## config.mk

```make
export PLATFORM = sky130hd
export DESIGN_NAME = sub_serial_flat
export DESIGN_NICKNAME = d
export VERILOG_FILES = /design/src/rtl/sub_serial_if.sv /design/src/rtl/sub_serial.sv /design/src/flat_wrapper.sv
export SDC_FILE = /design/constraint.sdc
export NUM_CORES = 1
export LEC_CHECK = 0
export ABC_AREA = 1
export CAP_MARGIN = 20
export CORE_MARGIN = 1.5
export CORE_UTILIZATION = 56
export CTS_CLUSTER_DIAMETER = 120
export DETAILED_ROUTE_END_ITERATION = 7
export DONT_BUFFER_PORTS = 1
export PLACE_DENSITY = 0.82
export SLEW_MARGIN = 20
export SYNTH_ARGS = -nofsm -noshare
export SYNTH_HDL_FRONTEND = slang
export SYNTH_SLANG_ARGS = --single-unit
```

## constraint.sdc

```tcl
create_clock -name clk -period 1.25 [get_ports clk]
set_input_delay 0.0625 -clock clk [delete_from_list [all_inputs] [get_ports clk]]
set_output_delay 0.0625 -clock clk [all_outputs]
set_load 0.02 [all_outputs]
```

## src/rtl/sub_serial_if.sv

```systemverilog
// Handshake/result bundle for the bit-serial subtractor.
// The requester (master) drives start and the operands; the subtractor
// (slave) returns busy, the done pulse and the widened difference.
interface sub_serial_if #(
    parameter int DATA_WIDTH = 4
) ();
    logic                  start;
    logic [DATA_WIDTH-1:0] A;
    logic [DATA_WIDTH-1:0] B;
    logic                  busy;
    logic                  done;
    logic [DATA_WIDTH:0]   sub_result;

    modport master (
        output start, A, B,
        input  busy, done, sub_result
    );

    modport slave (
        input  start, A, B,
        output busy, done, sub_result
    );
endinterface

```

## src/rtl/sub_serial.sv

```systemverilog
// Bit-serial unsigned subtractor: A - B, one bit per clock, LSB first.
// The result is widened by one bit; the final borrow is the sign bit.
//
// state | meaning
// ------+----------------------------------------------------------
// IDLE  | waiting for start; last result held on sub_result
// SHIFT | one difference bit per edge, DATA_WIDTH edges in total
// DONE  | result published, done high for this single cycle
module sub_serial #(
    parameter int DATA_WIDTH = 4
) (
    input  logic        clk,
    input  logic        rst_n,
    sub_serial_if.slave bus
);

    // Counter must reach DATA_WIDTH-1 without wrapping; keep at least one bit.
    localparam int CNT_W = (DATA_WIDTH > 1) ? $clog2(DATA_WIDTH) : 1;

    typedef enum logic [1:0] {
        IDLE  = 2'd0,
        SHIFT = 2'd1,
        DONE  = 2'd2
    } state_t;

    state_t                state;
    logic [DATA_WIDTH-1:0] a_sr;
    logic [DATA_WIDTH-1:0] b_sr;
    logic [DATA_WIDTH-1:0] res_sr;
    logic                  borrow;
    logic [CNT_W-1:0]      cnt;
    logic [DATA_WIDTH:0]   result_q;
    logic                  busy_q;
    logic                  done_q;

    logic                  diff_bit;
    logic                  borrow_nxt;
    logic [DATA_WIDTH-1:0] res_nxt;

    // One full-subtractor slice on the current LSBs; the new bit enters the
    // result register from the MSB side so after DATA_WIDTH shifts bit 0 is
    // the first one computed.
    always_comb begin
        diff_bit   = a_sr[0] ^ b_sr[0] ^ borrow;
        borrow_nxt = (~a_sr[0] & b_sr[0]) | (~(a_sr[0] ^ b_sr[0]) & borrow);
        res_nxt    = res_sr >> 1;
        res_nxt[DATA_WIDTH-1] = diff_bit;
    end

    // Control FSM with registered busy/done and the published result.
    always_ff @(posedge clk) begin
        if (!rst_n) begin
            state    <= IDLE;
            a_sr     <= '0;
            b_sr     <= '0;
            res_sr   <= '0;
            borrow   <= 1'b0;
            cnt      <= '0;
            result_q <= '0;
            busy_q   <= 1'b0;
            done_q   <= 1'b0;
        end else begin
            case (state)
                IDLE: begin
                    done_q <= 1'b0;
                    if (bus.start) begin
                        a_sr   <= bus.A;
                        b_sr   <= bus.B;
                        res_sr <= '0;
                        borrow <= 1'b0;
                        cnt    <= '0;
                        busy_q <= 1'b1;
                        state  <= SHIFT;
                    end
                end
                SHIFT: begin
                    a_sr   <= a_sr >> 1;
                    b_sr   <= b_sr >> 1;
                    res_sr <= res_nxt;
                    borrow <= borrow_nxt;
                    cnt    <= cnt + CNT_W'(1);
                    if (cnt == CNT_W'(DATA_WIDTH - 1)) begin
                        // Final borrow doubles as the sign of the widened result.
                        result_q <= {borrow_nxt, res_nxt};
                        done_q   <= 1'b1;
                        state    <= DONE;
                    end
                end
                DONE: begin
                    done_q <= 1'b0;
                    busy_q <= 1'b0;
                    state  <= IDLE;
                end
                default: begin
                    done_q <= 1'b0;
                    busy_q <= 1'b0;
                    state  <= IDLE;
                end
            endcase
        end
    end

    assign bus.busy       = busy_q;
    assign bus.done       = done_q;
    assign bus.sub_result = result_q;

endmodule

```

## src/flat_wrapper.sv

```systemverilog
// flat-port wrapper written by rule: the top's interface ports become plain ports
module sub_serial_flat 
#(
    parameter int DATA_WIDTH = 4
)
  (clk, rst_n, bus_start, bus_A, bus_B, bus_busy, bus_done, bus_sub_result);
  sub_serial_if #(.DATA_WIDTH(DATA_WIDTH)) bus_i ();
  input  logic clk;
  input  logic rst_n;
  input wire logic [$bits(bus_i.start)-1:0] bus_start;
  input wire logic [$bits(bus_i.A)-1:0] bus_A;
  input wire logic [$bits(bus_i.B)-1:0] bus_B;
  output wire logic [$bits(bus_i.busy)-1:0] bus_busy;
  output wire logic [$bits(bus_i.done)-1:0] bus_done;
  output wire logic [$bits(bus_i.sub_result)-1:0] bus_sub_result;
  assign bus_i.start = bus_start;
  assign bus_i.A = bus_A;
  assign bus_i.B = bus_B;
  assign bus_busy = bus_i.busy;
  assign bus_done = bus_i.done;
  assign bus_sub_result = bus_i.sub_result;
  sub_serial #(.DATA_WIDTH(DATA_WIDTH)) u_core (.clk(clk), .rst_n(rst_n), .bus(bus_i));
endmodule
```

==> flow_summary.json, run 1 <==
{
  "peakVddDrop_uv": 797,
  "dpl_worst_slack_ns": 0.0847,
  "swShare": 0.272,
  "detail-route-antenna-nets": 0,
  "cts_buffer_depth": 2,
  "total_leakage_power_uw": 0.000554,
  "grt_pass1_wl_um": 3250,
  "netlist_top_cells_area": "dfxtp_1 46%, nand2_1 13%, nor2_1 12%",
  "cpMaxStageDelayCell": "fa_1",
  "arrival_ns": 1.46,
  "grt_pass1_vias": 795,
  "grt_overflow": 0,
  "end_kind": "flip-flop",
  "ys_seq_elements": 23,
  "final_layout_size_suffix_gt1_frac": 0.153,
  "path_class": "flip-flop to flip-flop",
  "outcome": "completed",
  "vias": 912,
  "portBuffers": 0,
  "clock_latency_ns": 0.32,
  "setup-violations-final": 0,
  "start_util": 0.589,
  "maxSlewHeadroom": 0.622,
  "dp_hpwl_um": 1330,
  "cts.sinks": 23,
  "ys_warn_count": 0,
  "slowest_delay_ns": 0.56,
  "wire_per_inst_um": 11.0,
  "gp_congestion": 0.782,
  "die_w_um": 45.4,
  "drcViolationCount": 0,
  "core.rowCount": 15,
  "antenna_found_initial": 0,
  "p_seq_frac": 0.593,
  "die_h_um": 45.4,
  "antenna_cells": 0,
  "cts_htree_levels": 1,
  "cp_max_fo": 2,
  "avgSynthCellArea_um2": 7.19,
  "grt_start_max_net_pins": 17,
  "synthesis.nets": 153,
  "fin_tns_setup_ns": 0,
  "groute.usage.overall": 0.219,
  "cts_tree": "done",
  "p_int_uw": 975,
  "syn_inst": 140,
  "power_frac_comb": 0.142,
  "tightest_slew_ns": 0.565,
  "rsz0062_at_grt": "no",
  "synthDominantCellAreaShare": 0.458,
  "final_max_slew_viol_count": 0,
  "vias_per_cell": 5.01,
  "yosys.cell_count.top_type": "nand2_1",
  "routed_wl_um": 2000,
  "cts_inserted_buffers": 3,
  "cts_root_buf": "clkbuf_4",
  "synth-async-reset-ratio": 0,
  "timing.fmax_mhz": 835,
  "power_density_nw_per_um2": 1120,
  "dr.first_iter.drc_count": 16,
  "core-area_um2": 1710,
  "finalCritPeriodShare": 0.958,
  "cts_setup_buffers": 0,
  "switching_power_uw": 364,
  "nNetsFinal": 171,
  "synth_edf_count": 0,
  "clkTransAtPathRegs_ns": 0.13,
  "firstDrtPassIters": 4,
  "synth-main-ff-cell": "dfxtp_1",
  "yosys-top-cells-count": "35 x nand2_1, 33 x nor2_1, 23 x dfxtp_1",
  "area.growth.synth_to_final_pct": 18.4,
  "yosys.area.top_type": "dfxtp_1",
  "syn_area_um2": 1010,
  "pwr-share-clk": 0.266,
  "required_ns": 1.51,
  "max_cap_violations": 0,
  "post-route-min-period_ns": 1.20,
  "path_cells": "inv_1 -> fa_1 -> nand2_1 -> a21oi_1",
  "start_kind": "flip-flop",
  "ios": 18,
  "setup_slack_ns": 0.0523,
  "skew_ns": 0.00711,
  "synth.distinct_cells": 18,
  "min_path_type": "primary input to flip-flop",
  "ff2ff_setup_slack_ns": 0.05,
  "hold_viol_final": 0,
  "seq_area_frac_synth": 0.458,
  "die_area_um2": 2060
}
## registers in the layout, indices dropped and copies added (netlist names)
name                   count
u_core.res_sr              3
u_core.cnt                 2
u_core.state               2
u_core.bus.done            1
u_core.borrow              1
u_core.a_sr                4
u_core.bus.sub_result      5
u_core.b_sr                4
u_core.bus.busy            1
## per-stage QoR
step	utilization	hold slack, ns	power, µW	cells	instance area (µm²)
after floorplan	-	0.198	930	140	1010
after global placement	0.614	0.186	953	167	1050
after detailed placement	0.614	0.194	961	167	1050
after CTS	0.695	0.0137	1330	182	1190
after global routing	0.697	0.0429	1390	182	1190
final	0.697	0.0215	1340	182	1190
## final timing paths
path | startpoint | to | cells after the start
max | u_core.b_sr[0] | u_core.res_sr[3] | 4
min | bus_A[2] | u_core.a_sr[2] | 4
max reg2reg | u_core.b_sr[0] | u_core.res_sr[3] | 4
min reg2reg | u_core.a_sr[3] | u_core.a_sr[3] | 2
## cells by family after synthesis
family                     Yosys count  share of synthesized area
and+or+nand+nor                     85                      0.351
buffers and inverters               19                     0.0858
adders and majority gates            2                     0.0323
AOI/OAI and AO/OA                   11                     0.0734
DFF                                 23                      0.458
## critical path, delay by kind of cell (launching register included)
family          cells  cell delay, ns
simple gates        1            0.06
buf+inv             1            0.06
fa+ha+maj           1            0.56
compound gates      1            0.13
flops               1            0.33
## layout by cell type, fill, tap and decap left out
cell type | synthesis | final
nand2_1 | 35 | 35
inv_1 | 12 | 12
o21ai_0 | 5 | 5
nor2_4 | 1 | 1
o21ai_1 | 1 | 1
dlygate4sd3_1 | 0 | 11
buf_4 | 0 | 5
o21ai_4 | 1 | 1
a21oi_2 | 2 | 2
and3_1 | 1 | 1
clkinv_2 | 0 | 1
dfxtp_1 | 23 | 21
ha_2 | 0 | 1
nand2_2 | 4 | 4
nor2_1 | 33 | 33
fa_1 | 1 | 1
clkbuf_4 | 0 | 3
inv_2 | 4 | 4
nand3_1 | 11 | 11
a21oi_1 | 2 | 2
dfxtp_2 | 0 | 2
## power groups by stage
stage	logic, µW	clock network [µW]	registers (µW)
after detailed placement	153	0	809
after global routing	214	379	798
after floorplan	126	0	804
after CTS	188	353	793
final	190	356	794
after global placement	145	0	807
## layout make-up
cell class,instances,area [µm²]
Clock inverter,1,5.00
Inverter,16,60.1
Fill cell,132,517
Sequential cell,23,463
Multi-Input combinational cell,98,462
Timing Repair Buffer,16,148
Tap cell,25,31.3
Clock buffer,3,22.5
## repair_timing
| action | 4_1_cts | 5_1_grt |
|---|---|---|
| resized for setup | 0 | 3 |
| hold endpoints to repair | 21 | 0 |
| hold buffers | 11 | 0 |
| setup endpoints to repair | 0 | 4 |
## metal layers
layer | GRT usage | up-vias | part of all wire
met2 | 0.324 | 29 | 0.45
met5 | 0 | - | 0
met4 | 0.124 | 0 | 0.024
met1 | 0.298 | 410 | 0.48
met3 | 0.0437 | 7 | 0.049
li1 | - | 466 | -
Power figures use the tool's default switching activity.
==> inputs of run 2 (changes only) <==
--- a/config.mk
+++ b/config.mk
@@ -7,5 +7,5 @@
 export LEC_CHECK = 0
 export ABC_AREA = 1
-export CAP_MARGIN = 20
+export CAP_MARGIN = 15
 export CORE_MARGIN = 1.5
 export CORE_UTILIZATION = 56
==> constraint.sdc (replaced) <==
create_clock -name clk -period 1.25 [get_ports clk]
set_input_delay 0.0625 -clock clk [delete_from_list [all_inputs] [get_ports clk]]
set_output_delay 0.0625 -clock clk [all_outputs]
set_load 0.05 [all_outputs]
==> run 2 against run 1 <==
Effect of this change: cell area increased by 6.5%; utilization is 4.5 points higher; sequential power fell by 0.5%; largest cell class is now multi-input gates; worst hold slack gained 0.049 ns; non-clock buffer count grew 9; power is 0.10% lower; clock power fell by 6.7%; wire length up 9.5%; flip-flop and latch count is the same.
==> flow_summary.json, run 2 (synthesis results as in run 1) <==
{
  "outcome": "completed",
  "start_util": 0.589,
  "final_cell_mix": "35 x nand2_1, 32 x nor2_1, 20 x dfxtp_1",
  "dp_hpwl_um": 1410,
  "clock_latency_ns": 0.30,
  "post-route-min-period_ns": 1.18,
  "cts_buffer_depth": 2,
  "slowest_delay_ns": 0.55,
  "max_cap_violations": 0,
  "path_cells": "inv_2 -> fa_1 -> nand2_1 -> a21oi_2",
  "antenna_cells": 0,
  "final_max_slew_viol_count": 0,
  "die_area_um2": 2060,
  "grt_pass1_wl_um": 3540,
  "timing.fmax_mhz": 848,
  "vias": 926,
  "cpMaxStageDelayCell": "fa_1",
  "cts.sinks": 23,
  "tightest_slew_ns": 0.534,
  "groute.usage.overall": 0.236,
  "required_ns": 1.50,
  "gp_congestion": 0.752,
  "peakVddDrop_uv": 890,
  "portBuffers": 0,
  "routed_wl_um": 2190,
  "hold_ws_ns": 0.0703,
  "total_leakage_power_uw": 0.000601,
  "fin_tns_setup_ns": 0,
  "final_common_cell": "nand2_1",
  "die_h_um": 45.4,
  "rsz0062_at_grt": "no",
  "cp_max_fo": 2,
  "seqCellArea_um2": 464,
  "finalPower_uw": 1340,
  "largest_reg_flops": 5,
  "nNetsFinal": 180,
  "start_kind": "flip-flop",
  "cts_inserted_buffers": 3,
  "dr.first_iter.drc_count": 17,
  "final_layout_size_suffix_gt1_frac": 0.217,
  "maxSlewHeadroom": 0.643,
  "area.growth.synth_to_final_pct": 26.1,
  "crit_family": "adder cells",
  "multi_input_area_um2": 468,
  "detail-route-antenna-nets": 0,
  "core-area_um2": 1710,
  "finalCritPeriodShare": 0.944,
  "skew_ns": 0.00289,
  "die_w_um": 45.4,
  "path_class": "flip-flop to flip-flop",
  "clkTransAtPathRegs_ns": 0.12,
  "wire_per_inst_um": 11.5,
  "worst-path-buf-inv": 1,
  "arrival_ns": 1.43,
  "cts_tree": "done",
  "min_path_type": "primary input to flip-flop",
  "cts_htree_levels": 1,
  "core.rowCount": 15,
  "ios": 18,
  "drcViolationCount": 0,
  "grt_overflow": 0,
  "antenna_found_initial": 0,
  "end_kind": "flip-flop",
  "hold_viol_final": 0,
  "grt_start_max_net_pins": 17,
  "power_density_nw_per_um2": 1050,
  "setup-violations-final": 0,
  "grt_pass1_vias": 842,
  "cts_root_buf": "clkbuf_4",
  "num-fill-cells": 122,
  "vias_per_cell": 4.85,
  "firstDrtPassIters": 4
}
[run 2: changes by cell type in the layout (fill, tap and decap cells not counted)]
cell           change
a21oi_1            -1
a21oi_2            +1
buf_4              +8
dfxtp_1            -1
dfxtp_2            +1
dlygate4sd3_1      +1
inv_1              -1
inv_2              +1
nor2_1             -1
nor2_2             +1
[run 2: area by class of cell]
cell class,count,area share
Multi-Input combinational cell,98,0.369
Sequential cell,23,0.366
Timing Repair Buffer,25,0.172
Inverter,16,0.0473
Tap cell,25,0.0247
Clock buffer,3,0.0178
Clock inverter,1,0.00394
[run 2: tightest hold or removal path, delay by kind of cell]
kind | cells | cell delay (ns)
and+or+nand+nor | 3 | 0.28
[run 2: timing repair]
item,4_1_cts,5_1_grt
hold endpoints to repair,21,0
setup endpoints to repair,0,3
setup buffers,0,1
gates resized for setup,0,7
hold buffers,12,0
[run 2: final timing paths]
kind | start | end | slack, ns | depth (start not counted)
max | u_core.borrow | u_core.res_sr[3] | 0.07 | 4
max reg2reg | u_core.borrow | u_core.res_sr[3] | 0.07 | 4
min | bus_start | u_core.state[0] | 0.07 | 3
min reg2reg | u_core.b_sr[3] | u_core.b_sr[3] | 0.48 | 2
[run 2: per-stage QoR]
stage / utilization / cell area, µm² / setup slack, ns / std cells
floorplan: - / 1010 / 0.137 / 140
global placement: 0.645 / 1100 / 0.124 / 174
detailed placement: 0.645 / 1100 / 0.0670 / 174
CTS: 0.731 / 1250 / 0.0391 / 190
global route: 0.743 / 1270 / 0.00310 / 191
finish: 0.743 / 1270 / 0.0705 / 191
[run 2: per-layer routing]
metal / global-route usage / vias up / part of all wire
met3: 0.0397 / 2 / 0.039
met1: 0.307 / 421 / 0.45
met2: 0.389 / 20 / 0.50
li1: - / 483 / -
met5: 0 / - / 0
met4: 0.0882 / 0 / 0.0059
[run 2: where the power goes]
part           switching (µW)  internal, µW
Clock                     213           119
Sequential               22.0           768
Combinational             121          94.2
Total                     356           982
